===== src/rtl/imm_pkg.sv =====
// Shared types, opcode constants and helpers for the immediate decode stage.
// Used by both the combinational decoder and the registered stage wrapper.
package imm_pkg;

   typedef enum logic [2:0] {
      IMM_I    = 3'd0,
      IMM_S    = 3'd1,
      IMM_B    = 3'd2,
      IMM_J    = 3'd3,
      IMM_U    = 3'd4,
      IMM_Z    = 3'd5,
      IMM_SH   = 3'd6,
      IMM_NONE = 3'd7
   } imm_type_t;

   localparam logic [6:0] OPC_LOAD      = 7'b0000011;
   localparam logic [6:0] OPC_MISC_MEM  = 7'b0001111;
   localparam logic [6:0] OPC_OP_IMM    = 7'b0010011;
   localparam logic [6:0] OPC_AUIPC     = 7'b0010111;
   localparam logic [6:0] OPC_OP_IMM_32 = 7'b0011011;
   localparam logic [6:0] OPC_STORE     = 7'b0100011;
   localparam logic [6:0] OPC_OP        = 7'b0110011;
   localparam logic [6:0] OPC_LUI       = 7'b0110111;
   localparam logic [6:0] OPC_OP_32     = 7'b0111011;
   localparam logic [6:0] OPC_BRANCH    = 7'b1100011;
   localparam logic [6:0] OPC_JALR      = 7'b1100111;
   localparam logic [6:0] OPC_JAL       = 7'b1101111;
   localparam logic [6:0] OPC_SYSTEM    = 7'b1110011;

   // Widens a 32-bit immediate that is already sign-correct at bit 31.
   function automatic logic [63:0] sign_ext(input logic [31:0] val);
      return {{32{val[31]}}, val};
   endfunction

endpackage


===== src/rtl/imm_decode_comb.sv =====
// Purely combinational immediate type decode and extension to XLEN bits.
// Illegal opcodes decode to type NONE, which always produces a zero immediate.
module imm_decode_comb
   import imm_pkg::*;
#(
   parameter int XLEN = 64
) (
   input  logic [31:0]     instr,
   input  logic            force_en,
   input  logic [2:0]      force_type,
   output logic [XLEN-1:0] imm,
   output logic [2:0]      imm_type,
   output logic            illegal
);

   localparam bit IS_RV64 = (XLEN == 64);

   logic [6:0] opcode;
   logic [2:0] funct3;
   logic       shift_like;
   logic       wide_shamt;
   logic       auto_illegal;
   imm_type_t  auto_type;
   imm_type_t  sel_type;
   logic [31:0] raw;

   assign opcode     = instr[6:0];
   assign funct3     = instr[14:12];
   assign shift_like = (funct3 == 3'b001) || (funct3 == 3'b101);
   // Only the native-width OP-IMM shift gets the 6-bit shamt; the W form stays 5-bit.
   assign wide_shamt = IS_RV64 && (opcode == OPC_OP_IMM);

   always_comb begin
      auto_type    = IMM_NONE;
      auto_illegal = 1'b0;
      case (opcode)
         OPC_OP_IMM:    auto_type = shift_like ? IMM_SH : IMM_I;
         OPC_OP_IMM_32: begin
            if (IS_RV64) auto_type    = shift_like ? IMM_SH : IMM_I;
            else         auto_illegal = 1'b1;
         end
         OPC_LOAD, OPC_JALR, OPC_MISC_MEM: auto_type = IMM_I;
         OPC_STORE:            auto_type = IMM_S;
         OPC_BRANCH:           auto_type = IMM_B;
         OPC_JAL:              auto_type = IMM_J;
         OPC_LUI, OPC_AUIPC:   auto_type = IMM_U;
         OPC_SYSTEM:           auto_type = funct3[2] ? IMM_Z : IMM_I;
         OPC_OP:               auto_type = IMM_NONE;
         OPC_OP_32:            auto_illegal = !IS_RV64;
         default:              auto_illegal = 1'b1;
      endcase
   end

   assign sel_type = force_en ? imm_type_t'(force_type) : auto_type;
   assign imm_type = sel_type;
   assign illegal  = !force_en && auto_illegal;

   always_comb begin
      raw = 32'd0;
      case (sel_type)
         IMM_I:  raw = {{20{instr[31]}}, instr[31:20]};
         IMM_S:  raw = {{20{instr[31]}}, instr[31:25], instr[11:7]};
         IMM_B:  raw = {{19{instr[31]}}, instr[31], instr[7], instr[30:25], instr[11:8], 1'b0};
         IMM_J:  raw = {{11{instr[31]}}, instr[31], instr[19:12], instr[20], instr[30:21], 1'b0};
         IMM_U:  raw = {instr[31:12], 12'd0};
         IMM_Z:  raw = {27'd0, instr[19:15]};
         IMM_SH: raw = wide_shamt ? {26'd0, instr[25:20]} : {27'd0, instr[24:20]};
         default: raw = 32'd0;
      endcase
   end

   if (XLEN == 64) begin : g_rv64
      assign imm = sign_ext(raw);
   end else begin : g_rv32
      assign imm = raw;
   end

endmodule


===== src/rtl/imm_decode_stage.sv =====
// Registered immediate decode stage: decoder, main register plus one skid entry,
// and a saturating counter of illegal instructions accepted at the input.
module imm_decode_stage
   import imm_pkg::*;
#(
   parameter int XLEN      = 64,
   parameter int TAG_WIDTH = 64,
   parameter int CNT_WIDTH = 16
) (
   input  logic                 clk,
   input  logic                 arst,
   input  logic                 in_valid,
   output logic                 in_ready,
   input  logic [31:0]          in_instr,
   input  logic [TAG_WIDTH-1:0] in_tag,
   input  logic                 force_en,
   input  logic [2:0]           force_type,
   output logic                 out_valid,
   input  logic                 out_ready,
   output logic [XLEN-1:0]      out_imm,
   output logic [2:0]           out_type,
   output logic                 out_illegal,
   output logic [TAG_WIDTH-1:0] out_tag,
   output logic [CNT_WIDTH-1:0] illegal_cnt,
   input  logic                 cnt_clear
);

   logic [XLEN-1:0] dec_imm;
   logic [2:0]      dec_type;
   logic            dec_illegal;

   imm_decode_comb #(.XLEN(XLEN)) u_decode (
      .instr      (in_instr),
      .force_en   (force_en),
      .force_type (force_type),
      .imm        (dec_imm),
      .imm_type   (dec_type),
      .illegal    (dec_illegal)
   );

   logic                 main_valid_q,   main_valid_d;
   logic [XLEN-1:0]      main_imm_q,     main_imm_d;
   logic [2:0]           main_type_q,    main_type_d;
   logic                 main_illegal_q, main_illegal_d;
   logic [TAG_WIDTH-1:0] main_tag_q,     main_tag_d;
   logic                 skid_valid_q,   skid_valid_d;
   logic [XLEN-1:0]      skid_imm_q,     skid_imm_d;
   logic [2:0]           skid_type_q,    skid_type_d;
   logic                 skid_illegal_q, skid_illegal_d;
   logic [TAG_WIDTH-1:0] skid_tag_q,     skid_tag_d;
   logic [CNT_WIDTH-1:0] cnt_q,          cnt_d;

   logic push;
   logic pop;

   assign in_ready = !skid_valid_q;
   assign push     = in_valid && in_ready;
   assign pop      = main_valid_q && out_ready;

   always_comb begin
      main_valid_d   = main_valid_q;
      main_imm_d     = main_imm_q;
      main_type_d    = main_type_q;
      main_illegal_d = main_illegal_q;
      main_tag_d     = main_tag_q;
      skid_valid_d   = skid_valid_q;
      skid_imm_d     = skid_imm_q;
      skid_type_d    = skid_type_q;
      skid_illegal_d = skid_illegal_q;
      skid_tag_d     = skid_tag_q;
      cnt_d          = cnt_q;

      // The skid is only ever occupied behind a full main register, so it drains first.
      if (!main_valid_q || pop) begin
         if (skid_valid_q) begin
            main_valid_d   = 1'b1;
            main_imm_d     = skid_imm_q;
            main_type_d    = skid_type_q;
            main_illegal_d = skid_illegal_q;
            main_tag_d     = skid_tag_q;
            skid_valid_d   = 1'b0;
         end else begin
            main_valid_d = push;
            if (push) begin
               main_imm_d     = dec_imm;
               main_type_d    = dec_type;
               main_illegal_d = dec_illegal;
               main_tag_d     = in_tag;
            end
         end
      end else if (push) begin
         skid_valid_d   = 1'b1;
         skid_imm_d     = dec_imm;
         skid_type_d    = dec_type;
         skid_illegal_d = dec_illegal;
         skid_tag_d     = in_tag;
      end

      if (cnt_clear) begin
         cnt_d = '0;
      end else if (push && dec_illegal && (cnt_q != '1)) begin
         cnt_d = cnt_q + CNT_WIDTH'(1);
      end
   end

   // NOTE: payload registers are reset too, because out_* must read zero straight out of reset.
   always_ff @(posedge clk or posedge arst) begin
      if (arst) begin
         main_valid_q   <= 1'b0;
         main_imm_q     <= '0;
         main_type_q    <= '0;
         main_illegal_q <= 1'b0;
         main_tag_q     <= '0;
         skid_valid_q   <= 1'b0;
         skid_imm_q     <= '0;
         skid_type_q    <= '0;
         skid_illegal_q <= 1'b0;
         skid_tag_q     <= '0;
         cnt_q          <= '0;
      end else begin
         main_valid_q   <= main_valid_d;
         main_imm_q     <= main_imm_d;
         main_type_q    <= main_type_d;
         main_illegal_q <= main_illegal_d;
         main_tag_q     <= main_tag_d;
         skid_valid_q   <= skid_valid_d;
         skid_imm_q     <= skid_imm_d;
         skid_type_q    <= skid_type_d;
         skid_illegal_q <= skid_illegal_d;
         skid_tag_q     <= skid_tag_d;
         cnt_q          <= cnt_d;
      end
   end

   assign out_valid   = main_valid_q;
   assign out_imm     = main_imm_q;
   assign out_type    = main_type_q;
   assign out_illegal = main_illegal_q;
   assign out_tag     = main_tag_q;
   assign illegal_cnt = cnt_q;

endmodule

===== config.mk =====
export PLATFORM = sky130hd
export DESIGN_NAME = imm_decode_stage
export DESIGN_NICKNAME = d
export VERILOG_FILES = /design/src/rtl/imm_pkg.sv /design/src/rtl/imm_decode_comb.sv /design/src/rtl/imm_decode_stage.sv
export SDC_FILE = /design/constraint.sdc
export NUM_CORES = 1
export LEC_CHECK = 0
export ABC_AREA = 1
export CELL_PAD_IN_SITES_DETAIL_PLACEMENT = 1
export CELL_PAD_IN_SITES_GLOBAL_PLACEMENT = 2
export CORE_ASPECT_RATIO = 1.1
export CORE_MARGIN = 2
export CORE_UTILIZATION = 31
export CTS_CLUSTER_SIZE = 28
export DETAILED_ROUTE_END_ITERATION = 16
export PLACE_DENSITY_LB_ADDON = 0.1
export SLEW_MARGIN = 25
export SYNTH_ARGS = -nofsm -noshare
export SYNTH_HDL_FRONTEND = slang
export SYNTH_SLANG_ARGS = --single-unit

===== constraint.sdc =====
create_clock -name clk -period 15.05 [get_ports clk]
set_clock_uncertainty 0.05 [all_clocks]
set_input_delay 1.505 -clock clk [delete_from_list [all_inputs] [get_ports clk]]
set_output_delay 1.505 -clock clk [all_outputs]
set_load 0.1 [all_outputs]

==> metrics.yaml <==
hold_slack_ns: 0.428
synth.area.mux_share: 0
ff2ff_setup_slack_ns: 12.11
antenna_left: 0
whs_path_depth: 2
track_usage: 0.189
ir_worst_vdd_mv: 0.0842
hold_start: "skid_tag_q[24]"
fin_crit_ns: 4.36
maxSlewViolCount: 0
overflow: 0
die_width_um: 178
cts_resized: 0
tns_ns: 0
status: "finished, final reports clean"
cp.required_ns: 13.50
port_buffers: 254
final_common_cell: "nand2_1"
seq_area_um2: 5460
layout.nets: 1590
die_h_um: 196
ys.flop_type: "dfrtp_1"
drt_iter0_drc: 480
grt_max_degree: 95
synth_seq_area_share: 0.527
instances_no_fill: 1934
grt_setup_unrepaired: "no"
critPathSlowestCell: "clkdlybuf4s50_1"
power_mw: 2.27
antenna_found_initial: 2
r2r-end: "skid_tag_q[0]"
relSlewSlack: 0.257
syn_nets: 1402
synth_seq_cells: 218
syn_area_um2: 10300
cts-buffers-inserted: 26
syn_area_per_cell_um2: 7.98
syn2layout_area_growth_pct: 33.3
synth_top_family_by_area: "simple AND/OR/NAND/NOR gates"
io_pins: 255
drive_above_1_share: 0.0646
cp_num_cells: 2
grt_pass1_wl_um: 52900
post-route-period-util: 0.289
vias: 9272
gp_congestion: 0.795
postSynthCellCount: 1296
htreeDepth: 1
synth_xor_area_frac: 0.00593
detail_route.first_pass.iterations: 4
drc: 0
synth_fa_ha_area_frac: 0.00121
hold_violations: 0
viasPerCell: 4.79
rows: 70
yosys.area_share.simple: 0.291
clkTransAtPathRegs_ns: 0.06
worstHoldEndpoint: "skid_tag_q[24]"
crit_family: "buffers and inverters"
multiInputGateArea_um2: 4160
worst_ep_arrival_time_ns: 2.80
cts_sinks: 218
r2r_start: "skid_valid_q"
diodes: 0
final_area_um2: 13800
post-dp-hpwl_um: 21800
synth_edf_count: 0
criticalPathCategory: "flip-flop to output port"
place_area_um2: 13000
crit_chain: "inv_4 -> clkdlybuf4s50_1"
core_um2: 33000
crit_path_max_incr_delay_ns: 1.23
grt_pass1_vias: 9625
tightest_slew_ns: 1.11
path_max_fanout: 36
start_util: 0.313
cellPowerDensity_nw_per_um2: 164
wl_per_cell_um: 17.0
startpoint_type: "flip-flop"
cts_root_buf: "clkbuf_16"
die_area_um2: 34900
clockBufferDepth: 3
maxCapViolCount: 0
cts_tree: "yes"
finalWirelength_um: 32900
min_path_type: "flip-flop to flip-flop"
critical_path.endpoint_type: "output port"
setup_viol: 0
place_inst: 1887
layout_common_cells: "nand2_1, clkdlybuf4s50_1, dfrtp_1"
ys_warn_count: 0
ys_types: 40
nFillCells: 3918
hold_buffers: 0
worstSkewPairLatency_ns: 0.53
synth_compound_area_frac: 0.103
cts_setup_buffers: 0
p_leak_nw: 6.30
max_freq_mhz: 230
r2r_cells: 6
synth-async-reset-ratio: 1.00
path_buf_inv: 2
per-layer routing:
metal,wire length (µm),vias up,track usage
met5,27,-,0
met4,859,4,0.0557
met3,1660,53,0.0387
met2,15500,190,0.311
met1,14900,4516,0.251
li1,-,4509,-
worst reg2reg max path: cells and delay by family (launching register included):
| family | cells | cell delay [ns] |
|---|---|---|
| buffers and inverters | 2 | 1.32 |
| DFF | 1 | 0.61 |
| and+or+nand+nor | 4 | 0.89 |
registers in the layout, summed over array words and instances, names as in the netlist, 3 cells and up:
name / count
skid_imm_q: 32
illegal_cnt: 16
skid_tag_q: 64
skid_type_q: 3
out_tag: 64
out_type: 3
out_imm: 32
synthesized netlist by cell type (all sizes together), types with 2 or more instances:
cell type	number	area share
xor2	5	0.0042
nand4	13	0.0079
clkbuf	63	0.023
nor2	148	0.058
a31oi	76	0.046
clkinv	3	0.0012
o21ai	64	0.031
o31ai	4	0.0029
a21oi	29	0.015
nor3	8	0.0039
dfrtp	218	0.53
nor4	7	0.0042
nand3	45	0.023
nand2	506	0.19
xnor2	2	0.0017
or2	2	0.0012
a21o	7	0.0051
buf	41	0.030
inv	51	0.019
metrics by stage:
stage,util,setup slack [ns]
3_3_place_gp,0.393,10.51
6_report,0.418,10.69
5_1_grt,0.418,10.57
3_5_place_dp,0.393,10.44
4_1_cts,0.417,10.63
2_1_floorplan,-,7.53
cells by family after synthesis:
family | Yosys count
AND/OR/NAND/NOR | 729
flip-flops | 218
AO/OA/AOI/OAI | 183
buffers and inverters | 158
XOR/XNOR | 7
adder cells (fa/ha/maj) | 1
final cells by class:
cell class              instances  area share
flip-flops and latches        218       0.396
multi-input cells             920       0.301
repair buffers                264       0.191
clock buffers                  39      0.0536
well taps                     432      0.0392
inverters                      54      0.0156
clock inverters                 7     0.00336
report_power, final:
part | internal [mW] | switching (mW)
clock network | 0.338 | 0.250
registers | 0.693 | 0.0716
logic | 0.208 | 0.704
worst max-delay path by stage:
stage                 startpoint              to  slack [ns]
CTS                 skid_valid_q        in_ready       10.63
global placement     in_instr[6]  illegal_cnt[2]       10.51
global route        skid_valid_q        in_ready       10.57
floorplan                   arst  illegal_cnt[0]        7.53
detailed placement   in_instr[6]  illegal_cnt[2]       10.44
finish              skid_valid_q        in_ready       10.69
Note: power is estimated with default switching activity, not from simulation.
